--- src/rtl/moonbase_bus_bridge.sv ---
// External-bus model for the moonbase CPU: address latch, split code/data nibble SRAM,
// 2-bit device input / 4-bit device output port, and a nibble loader that owns the CPU reset.
module moonbase_bus_bridge #(
    parameter int RELEASE_CYCLES = 2,
    parameter bit SPLIT_SPACES   = 1'b1
) (
    input  logic       clk,
    input  logic       reset,
    input  logic [7:0] cpu_out,
    output logic [5:0] cpu_in_hi,
    output logic       cpu_reset,
    input  logic       load_mode,
    input  logic       load_valid,
    input  logic [3:0] load_data,
    output logic       load_ready,
    output logic [7:0] load_count,
    output logic [6:0] dev_addr,
    output logic       dev_nib,
    output logic [3:0] dev_wdata,
    output logic       dev_we,
    input  logic [1:0] dev_rdata
);
    typedef enum logic [1:0] {ST_RELEASE, ST_RUN, ST_LOAD} state_t;

    localparam int CNT_W = (RELEASE_CYCLES > 1) ? $clog2(RELEASE_CYCLES) : 1;
    localparam logic [CNT_W-1:0] CNT_LAST = CNT_W'(RELEASE_CYCLES - 1);

    state_t           state_q, state_d;
    logic [CNT_W-1:0] cnt_q, cnt_d;
    logic [6:0]       latch_q, latch_d;
    logic             nib_q, nib_d;
    logic [7:0]       load_count_q, load_count_d;

    logic [3:0] sram [512];
    logic       bus_strobe;
    logic       bus_space;
    logic [8:0] bus_index;
    logic       ram_we;
    logic [8:0] ram_waddr;
    logic [3:0] ram_wdata;

    assign bus_strobe = cpu_out[7];
    assign bus_space  = SPLIT_SPACES ? cpu_out[6] : 1'b1;
    assign bus_index  = {bus_space, latch_q, nib_q};

    // NOTE: flops take only non-blocking assignments; all next-state math lives in always_comb.
    always_ff @(posedge clk) begin
        if (reset) begin
            state_q      <= ST_RELEASE;
            cnt_q        <= '0;
            latch_q      <= '0;
            nib_q        <= 1'b0;
            load_count_q <= '0;
        end else begin
            state_q      <= state_d;
            cnt_q        <= cnt_d;
            latch_q      <= latch_d;
            nib_q        <= nib_d;
            load_count_q <= load_count_d;
        end
    end

    always_comb begin
        // NOTE: every variable gets a default first so no latch can be inferred.
        state_d      = state_q;
        cnt_d        = '0;
        latch_d      = latch_q;
        nib_d        = nib_q;
        load_count_d = load_count_q;
        case (state_q)
            ST_RELEASE: begin
                cnt_d = cnt_q + 1'b1;
                if (cnt_q == CNT_LAST) begin
                    cnt_d = '0;
                    if (load_mode) begin
                        state_d      = ST_LOAD;
                        load_count_d = '0;
                    end else begin
                        state_d = ST_RUN;
                    end
                end
            end
            ST_RUN: begin
                if (bus_strobe) begin
                    latch_d = cpu_out[6:0];
                    nib_d   = 1'b0;
                end else begin
                    nib_d = ~nib_q;
                end
                // The cycle in which load_mode rises still decodes normally.
                if (load_mode) begin
                    state_d      = ST_LOAD;
                    load_count_d = '0;
                end
            end
            ST_LOAD: begin
                if (load_valid) load_count_d = load_count_q + 8'd1;
                if (!load_mode) state_d = ST_RELEASE;
            end
            default: state_d = ST_RELEASE;
        endcase
    end

    always_comb begin
        cpu_reset  = 1'b1;
        load_ready = 1'b0;
        dev_we     = 1'b0;
        ram_we     = 1'b0;
        ram_waddr  = bus_index;
        ram_wdata  = cpu_out[3:0];
        if (!reset) begin
            case (state_q)
                ST_RUN: begin
                    cpu_reset = 1'b0;
                    dev_we    = !bus_strobe && !cpu_out[4];
                    ram_we    = !bus_strobe && !cpu_out[5];
                end
                ST_LOAD: begin
                    // Loader indexes code space directly; the CPU is held in reset meanwhile.
                    load_ready = 1'b1;
                    ram_we     = load_valid;
                    ram_waddr  = {1'b1, load_count_q};
                    ram_wdata  = load_data;
                end
                default: ;
            endcase
        end
    end

    // NOTE: the SRAM array is intentionally left unreset so it can map onto a RAM macro.
    always_ff @(posedge clk) begin
        if (ram_we) sram[ram_waddr] <= ram_wdata;
    end

    assign cpu_in_hi  = {dev_rdata, sram[bus_index]};
    assign dev_addr   = latch_q;
    assign dev_nib    = nib_q;
    assign dev_wdata  = cpu_out[3:0];
    assign load_count = load_count_q;

endmodule

--- config.mk ---
export PLATFORM = sky130hd
export DESIGN_NAME = moonbase_bus_bridge
export DESIGN_NICKNAME = d
export VERILOG_FILES = /design/src/rtl/moonbase_bus_bridge.sv
export SDC_FILE = /design/constraint.sdc
export NUM_CORES = 2
export LEC_CHECK = 0
export CAP_MARGIN = 25
export CORE_ASPECT_RATIO = 0.8
export CORE_MARGIN = 4
export CORE_UTILIZATION = 60
export DETAILED_ROUTE_END_ITERATION = 7
export GPL_TIMING_DRIVEN = 0
export PLACE_DENSITY_LB_ADDON = 0.15
export SLEW_MARGIN = 20
export SYNTH_ARGS = -nofsm -noshare
export SYNTH_HDL_FRONTEND = slang
export SYNTH_SLANG_ARGS = --single-unit
--- constraint.sdc ---
create_clock -name clk -period 11.1 [get_ports clk]
set_input_delay 1.11 -clock clk [delete_from_list [all_inputs] [get_ports clk]]
set_output_delay 1.11 -clock clk [all_outputs]
set_load 0.02 [all_outputs]
# == After elaboration in Yosys (flattened, before gate mapping) ==
# Memories as Yosys holds them, arrays and structs flattened.
# Index checks and enable logic that the tools add are counted.
# classes
add_sub_neg,2
eq_ne,6
n_mux,24
n_bitwise,2
n_reduce_logical,11
# ops
op,n
two-way mux 8 bit,3
case mux 8 bit (3 select lines),1
two-way mux 9 bit,2
two-way mux 1 bit,10
"adder 8 x 1 -> 8 bit, second input constant",1
two-way mux 2 bit,4
two-way mux 4 bit,2
"inequality test 2 bit, second input constant",4
case mux 2 bit (3 select lines),1
AND reduction 3 bit,2
zero test 1 bit,3
nonzero test 3 bit,1
OR reduction 3 bit,1
"equality test 2 x 1 -> 1 bit, second input constant",1
"equality test 2 bit, second input constant",1
logical AND 1 bit,2
zero test 2 bit,1
inverter 1 bit,2
case mux 1 bit (2 select lines),1
AND reduction 2 bit,1
"adder 1 bit, second input constant",1
# totals
regBits,19
mem_bits_rw,2048
out_inout_bits,29
elab_cells,51
mem_count,1
# memory_table
name,words,width,read_ports,rd_clocked_by_memory_dff,wr,line_no,rtl
sram,512,4,1,0,1,34,logic [3:0] sram [512];

# == Depth between registers and ports, before layout ==
# logic_depth
word_depth,6
depth_mapped,13
depth_no_buf,9

# == Worst setup path before layout ==
# No wires, ideal clock.
# synth_path
kind,input port to flip-flop
from,in reset
to,"mem sram[0][0], data pin"
t_arrival_ps,7904
required_time_ps,9653
setup_slack_ps,1749
stages,6
path_buffers,2
path_cell_list,nand2b_1 -> clkbuf_1 -> inv_1 -> buf_2 -> nand2_1 -> nand2_1
# synth_via
elab_chain_cells,1
# synth_rtl
element,line_no,rtl
from (decl),8,"input logic reset,"
two-way mux 4 bit,111,if (!reset) begin
via ram_wdata[0],40,logic [3:0] ram_wdata;
to (decl),34,
# The timed path passes the listed nets, and every way through them passes these cells.

# == Final worst setup path ==
# layout_path
from,reg latch_q[2] (netlist: dev_addr[2])
to,out cpu_in_hi[1]
# layout_via
elab_chain_cells,1
# layout_rtl
element,line_no,rtl
from (decl),30,"logic [6:0] latch_q, latch_d;"
from (signal assigned),57,latch_q <= latch_d;
memory read (512 x 4 bit),n/a,
to (decl),10,"output logic [5:0] cpu_in_hi,"
# Every way passes these cells.

==> results.json <==
{
  "seqCellArea_um2": 61900,
  "period_needed_ps": 7550,
  "holdWs_ps": 540,
  "grtUsageTotal_pct": 38.7,
  "place_area_um2": 86900,
  "crit_slowest_cell": "nand2_1",
  "hp-start": "cnt_q",
  "critPathCaptureType": "output port",
  "port_buffers": 43,
  "hold_viol": 0,
  "synth_seq_cells": 2067,
  "core_um2": 137000,
  "ys_seq_area_share_pct": 74.5,
  "cts_tree": "done",
  "initial_core_util_pct": 60.7,
  "required_ps": 9990,
  "grt_pass1_vias": 46500,
  "dp.cells": 6492,
  "finalSetupTns_ps": 0,
  "h-tree-depth": 4,
  "synthTopCellsByArea": "edfxtp_1 (74%), mux4_2 (7.8%), mux2i_1 (4.8%), nor2_1 (2.6%), o221ai_1 (1.8%)",
  "fin_cells": 6877,
  "cpPeakStageDelay_ps": 870,
  "drt-total-wl_mm": 281,
  "grt_overflow": 0,
  "via_per_inst": 7.30,
  "cts_buffers": 189,
  "finalClockSkew_ps": 47.3,
  "power.density_nw_per_um2": 174,
  "final_cell_area_um2": 93000,
  "synth-edff-count": 2048,
  "antenna_found_initial": 22,
  "final_layout_size_suffix_gt1_share_pct": 16.6,
  "synth_fp_nets": 4580,
  "die_x_um": 424,
  "synth_top_area_share_pct": 74.0,
  "dr.pass1.iters": 8,
  "cts.sink_count": 2067,
  "fin_util_pct": 67.9,
  "ir_worst_vdd_mv": 0.167,
  "ant_nets": 0,
  "critPathMaxFanout": 10,
  "dieArea_um2": 144000,
  "yosysTopAreaCell": "edfxtp_1",
  "synthArstFlopShare_pct": 0,
  "startpoint": "dev_addr[2]",
  "yosysUniqueCellTypes": 58,
  "postSynthCellCount": 4557,
  "rsz0062_at_grt": "no",
  "fp.dieH_um": 341,
  "crit_path_frequent_cell": "clkbuf_1",
  "synth_warnings": 0,
  "clk_latency_ps": 890,
  "max_freq_mhz": 132,
  "reg2reg_depth": 9,
  "synth_ff_type": "edfxtp_1",
  "dr.first_iter.drc_count": 10300,
  "cp-start-kind": "register",
  "crit_type": "reg2out",
  "synth_area_um2": 83100,
  "finalCritPeriodShare_pct": 68.1,
  "synth_commonest_cells": "edfxtp_1 (2,048), nor2_1 (576), mux2i_1 (396), mux4_2 (288), o221ai_1 (170)",
  "crit_arrival_ps": 6440,
  "synth.avg_cell_area_um2": 18.2,
  "wl_per_cell_um": 40.9,
  "drcViolationCount": 0,
  "postCtsSetupRepairBufs": 0,
  "nNetsFinal": 4871,
  "cp-endpoint": "cpu_in_hi[1]",
  "fill_cells": 9013,
  "ioPinCount": 47,
  "setup_viol": 0,
  "rows": 121,
  "maxCapViolCount": 0,
  "synth_most_common_cell": "edfxtp_1",
  "gp_congestion": 1.05,
  "vias": 50200,
  "slew_headroom_pct": 18.2,
  "finalMaxSlewViolations": 0,
  "hold_buffers": 0,
  "min_path_type": "reg2reg",
  "r2r-start": "dev_addr[3]",
  "syn2layout_area_growth_pct": 12.0,
  "status": "complete, no violations",
  "cts-root-buf": "clkbuf_16",
  "postCtsResizedCells": 0,
  "clk_path_buf_depth": 3,
  "grt_max_degree": 129,
  "worstPathCellList": "clkbuf_1 > and3_1 > clkbuf_1 > nand2_1 > clkbuf_1 > a21oi_1 > nor3_1 > nand4_1 > nand4_1 > and3_1 > clkdlybuf4s50_1",
  "path_clk_slew_ps": 70,
  "r2r-end": "sram[381][2]",
  "rrSetupSlack_ps": 5760,
  "leakage_uw": 0.0277,
  "worst_slew_pin_slew_ps": 1210,
  "multi_input_comb_area_um2": 19200,
  "grt_pass1_wl_mm": 378,
  "hpwlAfterDp_mm": 194
}
==> final cells by class <==
| class | count | area share (%) |
|---|---|---|
| sequential | 2067 | 66.5 |
| multi-input combinational | 2165 | 20.6 |
| clock inverter | 112 | 1.03 |
| clock buffer | 238 | 5.33 |
| timing repair buffer | 100 | 1.63 |
| inverter | 10 | 0.0404 |
| antenna | 25 | 0.0673 |
| tap | 1845 | 2.48 |
| buffer | 315 | 2.25 |
==> routing by layer <==
layer | track usage [%] | up-vias | routed length (um)
met5 | 1.57 | - | 505
met4 | 19.5 | 21 | 17300
met3 | 19.8 | 878 | 51000
met2 | 51.1 | 4798 | 114000
met1 | 52.8 | 25400 | 98400
li1 | - | 19100 | -
==> layout by cell type (no fill, tap or decap), types with 10 or more instances in the layout <==
master / Yosys / final
edfxtp_1: 2048 / 2048
nor2_1: 576 / 576
mux2i_1: 396 / 396
mux4_2: 288 / 288
clkbuf_16: 0 / 191
o221ai_1: 170 / 170
clkbuf_1: 127 / 147
nand2_1: 134 / 131
o22ai_1: 99 / 99
a21oi_1: 98 / 98
buf_2: 76 / 79
nor3_1: 61 / 61
clkinv_1: 0 / 55
o21ai_0: 53 / 53
buf_6: 37 / 50
clkdlybuf4s50_1: 0 / 43
nand3_1: 41 / 41
mux4_1: 33 / 33
buf_8: 23 / 32
clkbuf_2: 0 / 27
buf_4: 25 / 26
diode_2: 0 / 25
clkinv_2: 0 / 24
mux2_2: 22 / 21
buf_16: 0 / 21
buf_12: 9 / 19
dfxtp_1: 19 / 19
a211oi_1: 20 / 17
buf_1: 18 / 16
nor2b_1: 14 / 14
bufinv_16: 0 / 14
and2_1: 13 / 13
and3_1: 13 / 13
nand4_1: 12 / 12
a222oi_1: 12 / 12
a31oi_1: 11 / 11
nand2b_1: 10 / 10
==> report_power, final <==
group	total [uW]	switching [uW]	leakage, uW	internal [uW]
combinational	1060	742	0.00625	319
sequential	8680	4.27	0.0186	8670
clock	6410	2920	0.00288	3490
==> flip-flops by register name, summed over array words and instances, names as in the netlist <==
signal and count:
sram 2048, dev_nib 1, cnt_q 1, dev_addr 7, state_q 2, load_count 8
==> logic make-up (layout without fill, tap and decap cells) <==
family	after synthesis	after routing	share of synthesized area (%)
buffers and inverters	325	775	2.52
multiplexers	739	739	13.9
AO/OA/AOI/OAI	506	506	4.31
adder cells (fa/ha/maj)	5	5	0.0753
flip-flops	2067	2067	74.5
AND/OR/NAND/NOR	910	910	4.62
XOR/XNOR	5	5	0.0527
other	0	25	0
==> worst min-delay path by stage <==
stage / to / slack (ps) / cells after the start
final: state_q[1] / 540 / 2
after global routing: state_q[1] / 570 / 2
after CTS: state_q[1] / 540 / 2
after detailed placement: state_q[1] / 520 / 2
after global placement: state_q[1] / 520 / 2
after floorplan: state_q[1] / 490 / 2
==> critical path: cells and delay by family, from the launching register on <==
family	cells	cell delay, ps
buffers and inverters	4	2450
DFF	1	430
and+or+nand+nor	6	2350
AOI/OAI and AO/OA	1	340
==> through the flow <==
stage	total power (uW)	setup WS, ps
after floorplan	9500	1750
after global placement	10000	-6040
after detailed placement	9850	4160
after CTS	16100	3750
after global routing	16500	3850
final	16200	3550
Power figures use the tool's default switching activity.
